--- src/rtl/imem_loader.sv ---
// Boot-time image loader. Packs a byte stream into little-endian words, writes them
// into the instruction SRAM, and holds the core in reset until the image is in place.
module imem_loader #(
    parameter int AWIDTH = 10,
    parameter int SIZE   = 1024
) (
    input  logic              CLK,
    input  logic              RST,
    input  logic              IN_VALID,
    input  logic [7:0]        IN_DATA,
    input  logic              IN_LAST,
    output logic              IN_READY,
    output logic              MEM_CSN,
    output logic              MEM_WEN,
    output logic [3:0]        MEM_BE,
    output logic [31:0]       MEM_ADDR,
    output logic [31:0]       MEM_DI,
    output logic              CORE_RSTn,
    output logic              DONE,
    output logic              OVERFLOW,
    output logic [AWIDTH:0]   WORD_COUNT
);

    typedef enum logic [1:0] {S_LOAD, S_FINISH, S_DONE, S_ERROR} state_t;

    typedef struct packed {
        logic [3:0]  be;
        logic [31:0] addr;
        logic [31:0] di;
    } wr_req_t;

    localparam logic [AWIDTH:0] LAST_WORD = (AWIDTH + 1)'(SIZE - 1);

    state_t          state, state_nx;
    logic [1:0]      byte_idx;
    logic [31:0]     buf_q;
    logic [AWIDTH:0] wcnt;
    wr_req_t         wr_q;
    logic            ready_q;
    logic            accept, complete;
    logic [31:0]     word_nx;
    logic [31:0]     wr_addr;

    always_comb begin
        accept   = IN_VALID && ready_q;
        complete = accept && ((byte_idx == 2'd3) || IN_LAST);
        // buffer is cleared after every word, so upper bytes are already zero-padded
        word_nx  = buf_q | ({24'd0, IN_DATA} << {byte_idx, 3'b000});
        wr_addr  = '0;
        wr_addr[AWIDTH+2:2] = wcnt;
    end

    always_comb begin
        state_nx = state;
        case (state)
            S_LOAD: begin
                if (complete) begin
                    if (IN_LAST)
                        state_nx = S_FINISH;
                    else if (wcnt == LAST_WORD)
                        state_nx = S_ERROR;
                end
            end
            S_FINISH: state_nx = S_DONE;
            default:  state_nx = state;
        endcase
    end

    always_ff @(posedge CLK or posedge RST) begin
        if (RST)
            state <= S_LOAD;
        else
            state <= state_nx;
    end

    always_ff @(posedge CLK or posedge RST) begin
        if (RST) begin
            byte_idx  <= 2'd0;
            buf_q     <= '0;
            wcnt      <= '0;
            wr_q      <= '0;
            MEM_CSN   <= 1'b1;
            MEM_WEN   <= 1'b1;
            ready_q   <= 1'b0;
            DONE      <= 1'b0;
            CORE_RSTn <= 1'b0;
            OVERFLOW  <= 1'b0;
        end else begin
            ready_q   <= (state_nx == S_LOAD);
            // release one edge after entering DONE so the final write is already committed
            DONE      <= (state == S_DONE);
            CORE_RSTn <= (state == S_DONE);
            OVERFLOW  <= OVERFLOW | (state_nx == S_ERROR);
            MEM_CSN   <= !complete;
            MEM_WEN   <= !complete;
            wr_q.be   <= complete ? 4'hF : 4'h0;
            if (complete) begin
                wr_q.addr <= wr_addr;
                wr_q.di   <= word_nx;
                buf_q     <= '0;
                byte_idx  <= 2'd0;
                wcnt      <= wcnt + 1'b1;
            end else if (accept) begin
                buf_q    <= word_nx;
                byte_idx <= byte_idx + 2'd1;
            end
        end
    end

    assign IN_READY   = ready_q;
    assign MEM_BE     = wr_q.be;
    assign MEM_ADDR   = wr_q.addr;
    assign MEM_DI     = wr_q.di;
    assign WORD_COUNT = wcnt;

endmodule

--- config.mk ---
export PLATFORM = sky130hd
export DESIGN_NAME = imem_loader
export DESIGN_NICKNAME = d
export VERILOG_FILES = /design/src/rtl/imem_loader.sv
export SDC_FILE = /design/constraint.sdc
export NUM_CORES = 1
export LEC_CHECK = 0
export CORE_MARGIN = 4
export CORE_UTILIZATION = 44
export CTS_CLUSTER_SIZE = 14
export DETAILED_ROUTE_END_ITERATION = 6
export PLACE_DENSITY_LB_ADDON = 0.12
export SETUP_SLACK_MARGIN = 0.02
export SLEW_MARGIN = 25
export SYNTH_ARGS = -nofsm -noshare
export SYNTH_HDL_FRONTEND = slang
export SYNTH_SLANG_ARGS = --single-unit
--- constraint.sdc ---
create_clock -name CLK -period 3.3 [get_ports CLK]
set_input_delay 0.66 -clock CLK [delete_from_list [all_inputs] [get_ports CLK]]
set_output_delay 0.66 -clock CLK [all_outputs]
set_load 0.02 [all_outputs]
# Yosys cells after proc, flatten, opt, wreduce, memory -nomap -nowiden
# Index checks and enable logic that the tools add are counted.
[totals]
out_inout_bits = 85
inputBits = 12
word_cells = 37
register_bits = 98
[classes]
n_eq_ne = 5
mux = 9
n_addsub = 2
bitwise_logic = 2
n_reduce_logical = 7
shifts = 1
[ops]
columns = ["operator", "n"]
rows = [
  ["two-way mux 32 bit", 2],
  ["OR 32 bit", 1],
  ["<< shifter 8 x 5 -> 32 bit", 1],
  ["adder 11 x 1 -> 11 bit (second input constant)", 1],
  ["equality test 11 x 10 -> 1 bit (second input constant)", 1],
  ["two-way mux 2 bit", 5],
  ["equality test 2 bit (second input constant)", 3],
  ["zero test 2 bit", 2],
  ["two-way mux 4 bit", 1],
  ["case mux 2 bit (2 select lines)", 1],
  ["adder 2 x 1 -> 2 bit (second input constant)", 1],
  ["equality test 2 x 1 -> 1 bit (second input constant)", 1],
  ["logical AND 1 bit", 2],
  ["nonzero test 2 bit", 1],
  ["zero test 1 bit", 1],
  ["logical OR 1 bit", 1],
  ["OR 1 bit", 1],
]

# Depth between registers and ports, before layout
[logic_depth]
ltp_word = 7
depth_mapped = 7
depth_no_buf = 5

# Least setup slack after synthesis
# No wires, ideal clock.
[synth_timing]
path_type = "flip-flop to flip-flop"
from = "register byte_idx[0]"
to = "register ready_q (netlist: IN_READY)"
path_stages_with_launch = 5
slack_ns = 1.564
arrival_time_ns = 1.617
n_path_buf = 0
required_ns = 3.182
synth_period_minus_slack_ns = 1.736
setup_time_ns = 0.118
cell_sequence = "dfrtp_1 > ha_1 > o2111ai_4 > or4_4 > nor2b_1"
[synth_via]
elab_chain_len = 6
[synth_lines]
columns = ["item", "line_no", "text"]
rows = [
  ["start, declared", "35", "logic [1:0] byte_idx;"],
  ["start signal, assigned", "105", "byte_idx <= byte_idx + 2'd1;"],
  ["equality test 2 bit", "46", "complete = accept && ((byte_idx == 2'd3) || IN_LAST);"],
  ["logical OR 1 bit", "46", ""],
  ["logical AND 1 bit", "46", ""],
  ["two-way mux 2 bit", "57", "if (complete) begin"],
  ["case mux 2 bit (2 select lines)", "55", "case (state)"],
  ["zero test 2 bit", "89", "ready_q <= (state_nx == S_LOAD);"],
  ["end signal, assigned", "89", ""],
  ["end, declared", "39", "logic ready_q;"],
]
# No other way between the ends.
# A chain may end at the register's enable or synchronous reset.

# Final worst setup path
[layout_timing]
from = "register ready_q (netlist: IN_READY)"
to = "output port IN_READY"
[layout_rtl]
columns = ["item", "line_no", "text"]
rows = [
  ["end, declared", "12", "output logic IN_READY,"],
]
# No word-level cell between the ends.

==> impl_metrics.yaml <==
worst_setup_path:
  cpPeakStageDelay_ps: 670
  crit_family: "buffers and inverters"
  crit_type: "reg2out"
  cp_data_arrival_time_ps: 1550
  cp.required_ps: 2640
  crit_chain: "clkdlybuf4s50_1"
  cp_max_fo: 9
  cp_num_cells: 1
  start_kind: "flip-flop"
  path_buf_inv: 1
  crit_slowest_cell: "clkdlybuf4s50_1"
  worst_setup_path_end_kind: "output pin"
  r2r_cells: 4
yosys:
  ys_seq_area_frac: 0.6003
  synth_xor_area_frac: 0.02431
  synthAdderAreaFrac: 0.006315
  synth.top_cells.by_count: "dfrtp_1 (94), nand2_1 (68), a21oi_1 (66), nor2_1 (35), o21ai_0 (34)"
  synthMuxAreaShare: 0.002842
  ys_ff_latch: 95
  synth.most_common_cell: "dfrtp_1"
  synth_flop_cell: "dfrtp_1"
  ys_async_sr_fraction: 1.000
  synth_warnings: 0
  synth_compound_area_frac: 0.1443
  yosys-top-cells-area: "dfrtp_1 (59%), a21oi_1 (8.3%), nand2_1 (6.4%)"
  ys_types: 35
  netlist_instances: 401
  postSynthAreaPerCell_um2: 9.882
  synth_top_area_frac: 0.5936
  synth_top_family_by_area: "compound AO/OA/AOI/OAI gates"
  synthSimpleGateAreaFrac: 0.1383
  syn_area_um2: 3963
  synth_top_cell_by_area: "dfrtp_1"
  synth-edff-count: 0
pwr:
  seq_power_share: 0.588
  power_leakage_uw: 0.002282
  p_int_uw: 1473
  power_frac_clock: 0.372
  switchingPower_uw: 506.8
  comb_power_share: 0.040
  netSwitchingFraction: 0.2560
  irDropWorstVdd_uv: 224.8
  powerDensity_nw_per_um2: 407.2
floorplan:
  start_util: 0.4522
  coreArea_um2: 8763
  die_x_um: 102.9
  dieArea_um2: 10590
  fp.dieH_um: 102.9
  rows: 34
  ios: 97
layout:
  final_cells: 571
  fin_nets: 472
  area_growth_pct: 22.67
  n_fill_cell: 808
  drive_gt1_frac: 0.06479
  utilization: 0.5547
  fin_area_um2: 4861
  diodes: 0
cts:
  clk_latency_ps: 370
  cts_tree: "built"
  clkTransAtPathRegs_ps: 90
  htreeDepth: 3
  clkSinkCount: 95
  root_buffer: "clkbuf_8"
  max-clock-path-buffers: 2
  hold_buffers: 0
  post_cts_resized: 0
  cts_setup_buffers: 0
  numCtsBuffers: 9
timing:
  fin_worst_skew_ps: 10.51
  rsz0062_at_grt: "no"
  worst_pin_slew_ps: 564.7
  fin_ws_ps: 1086
  period_share: 0.6709
  finalHoldViolations: 0
  relSlewSlack: 0.6227
  setup_viol_count_final: 0
  max_freq_mhz: 451.7
  min_period_ps: 2214
  tns_ps: 0
  finalMaxSlewViolations: 0
route:
  drt-total-wl_um: 8379
  drc: 0
  drt_pass1_iterations: 5
  vias: 2813
  ant_nets: 0
  wl_per_cell_um: 14.67
  first_iter_violations: 150
  viasPerCell: 4.926
worst_hold_path:
  hp-class: "reg2reg"
  hold_depth: 2
global_route:
  grt_max_degree: 74
  antenna_found_initial: 0
  grt_pass1_vias: 2694
  grt_pass1_wl_um: 13610
  grtUsageTotal: 0.1695
  grt_overflow_total: 0
job:
  max-cap-violations: 0
place:
  place_congestion: 0.7735
  hpwlAfterDp_um: 5681
  post_dp_cell_area_um2: 4674
  io_buffers: 75
  place_ws_ps: 878.5
  dp.cells: 555
run_status:
  status: "finished, final reports clean"
registers in the layout, summed over array words and instances (netlist names):
name        flops
byte_idx        2
IN_READY        1
WORD_COUNT     11
MEM_BE          1
MEM_WEN         1
DONE            1
OVERFLOW        1
MEM_ADDR       11
MEM_DI         32
state           2
buf_q          32
cells by family (layout without fill, tap and decap cells):
kind of cell | after synthesis | in the layout
AOI/OAI and AO/OA | 106 | 106
xor gates and xnor gates | 11 | 11
adders and majority gates | 2 | 2
buffers and inverters | 58 | 100
DFF | 95 | 95
muxes | 1 | 1
other | 1 | 21
and+or+nand+nor | 127 | 127
power by group through the flow:
| stage | clock, µW | sequential [µW] | combinational [µW] |
|---|---|---|---|
| global placement | 0 | 1190 | 80.2 |
| global route | 811 | 1160 | 88.9 |
| detailed placement | 0 | 1190 | 80.6 |
| finish | 737 | 1160 | 79.5 |
| floorplan | 0 | 1190 | 70.9 |
| CTS | 757 | 1160 | 80.6 |
metal layers:
metal,routed length [µm],track usage,part of all wire,vias to the layer above
li1,-,-,-,1389
met1,3894,0.2457,0.46,1326
met2,3856,0.2526,0.46,90
met3,510,0.02909,0.061,8
met4,118,0.07171,0.014,0
met5,0,0,0,-
through the flow:
stage | hold slack [ps] | total power, µW
after floorplan | 463.3 | 1257
after global placement | 461.1 | 1266
after detailed placement | 462.2 | 1267
after CTS | 487.5 | 2001
after global routing | 511.8 | 2063
final | 481.2 | 1980
placed cells by master, fill, tap and decap left out, types with 2 or more instances in the layout:
cell type        synthesis  layout
dfrtp_1                 94      94
clkdlybuf4s50_1          0      75
inv_8                    0       2
clkinv_2                 0       2
ha_1                     2       2
and4b_1                  2       2
xnor2_1                  5       5
nand4_1                  2       2
buf_4                   26       3
buf_12                   0       2
nand2_1                 68      68
clkbuf_8                 0       9
o21ai_0                 34      34
nor3_1                   4       4
o21ai_2                  2       2
xor2_1                   6       6
nor2b_1                  4       4
nand3_1                  2       2
a21oi_1                 66      66
nand2b_1                 2       2
conb_1                   1      21
inv_6                    0       3
nor2_1                  35      35
nor4_1                   3       3
inv_1                    3       2
final timing paths:
kind	to	slack, ps	start
worst min-delay path	MEM_ADDR[12]$_DFFE_PP0N_	480	MEM_ADDR[12]$_DFFE_PP0N_
worst max-delay path	IN_READY	1090	IN_READY$_DFF_PP0_
max in group asynchronous	buf_q[4]$_DFFE_PP0P_	1990	RST
worst max register to register	IN_READY$_DFF_PP0_	1380	byte_idx[1]$_DFFE_PP0P_
min in group asynchronous	DONE$_DFF_PP0_	600	RST
worst min register to register	MEM_ADDR[12]$_DFFE_PP0N_	480	MEM_ADDR[12]$_DFFE_PP0N_
final cells by class:
cell class	count	area, µm²	area share
multi-input cells	268	1331	0.2739
flip-flops and latches	95	2379	0.4893
clock buffers	9	123.9	0.02548
repair buffers	80	813.3	0.1673
well taps	108	135.1	0.02780
inverters	4	16.27	0.003346
clock inverters	7	62.56	0.01287
Power figures use the tool's default switching activity.
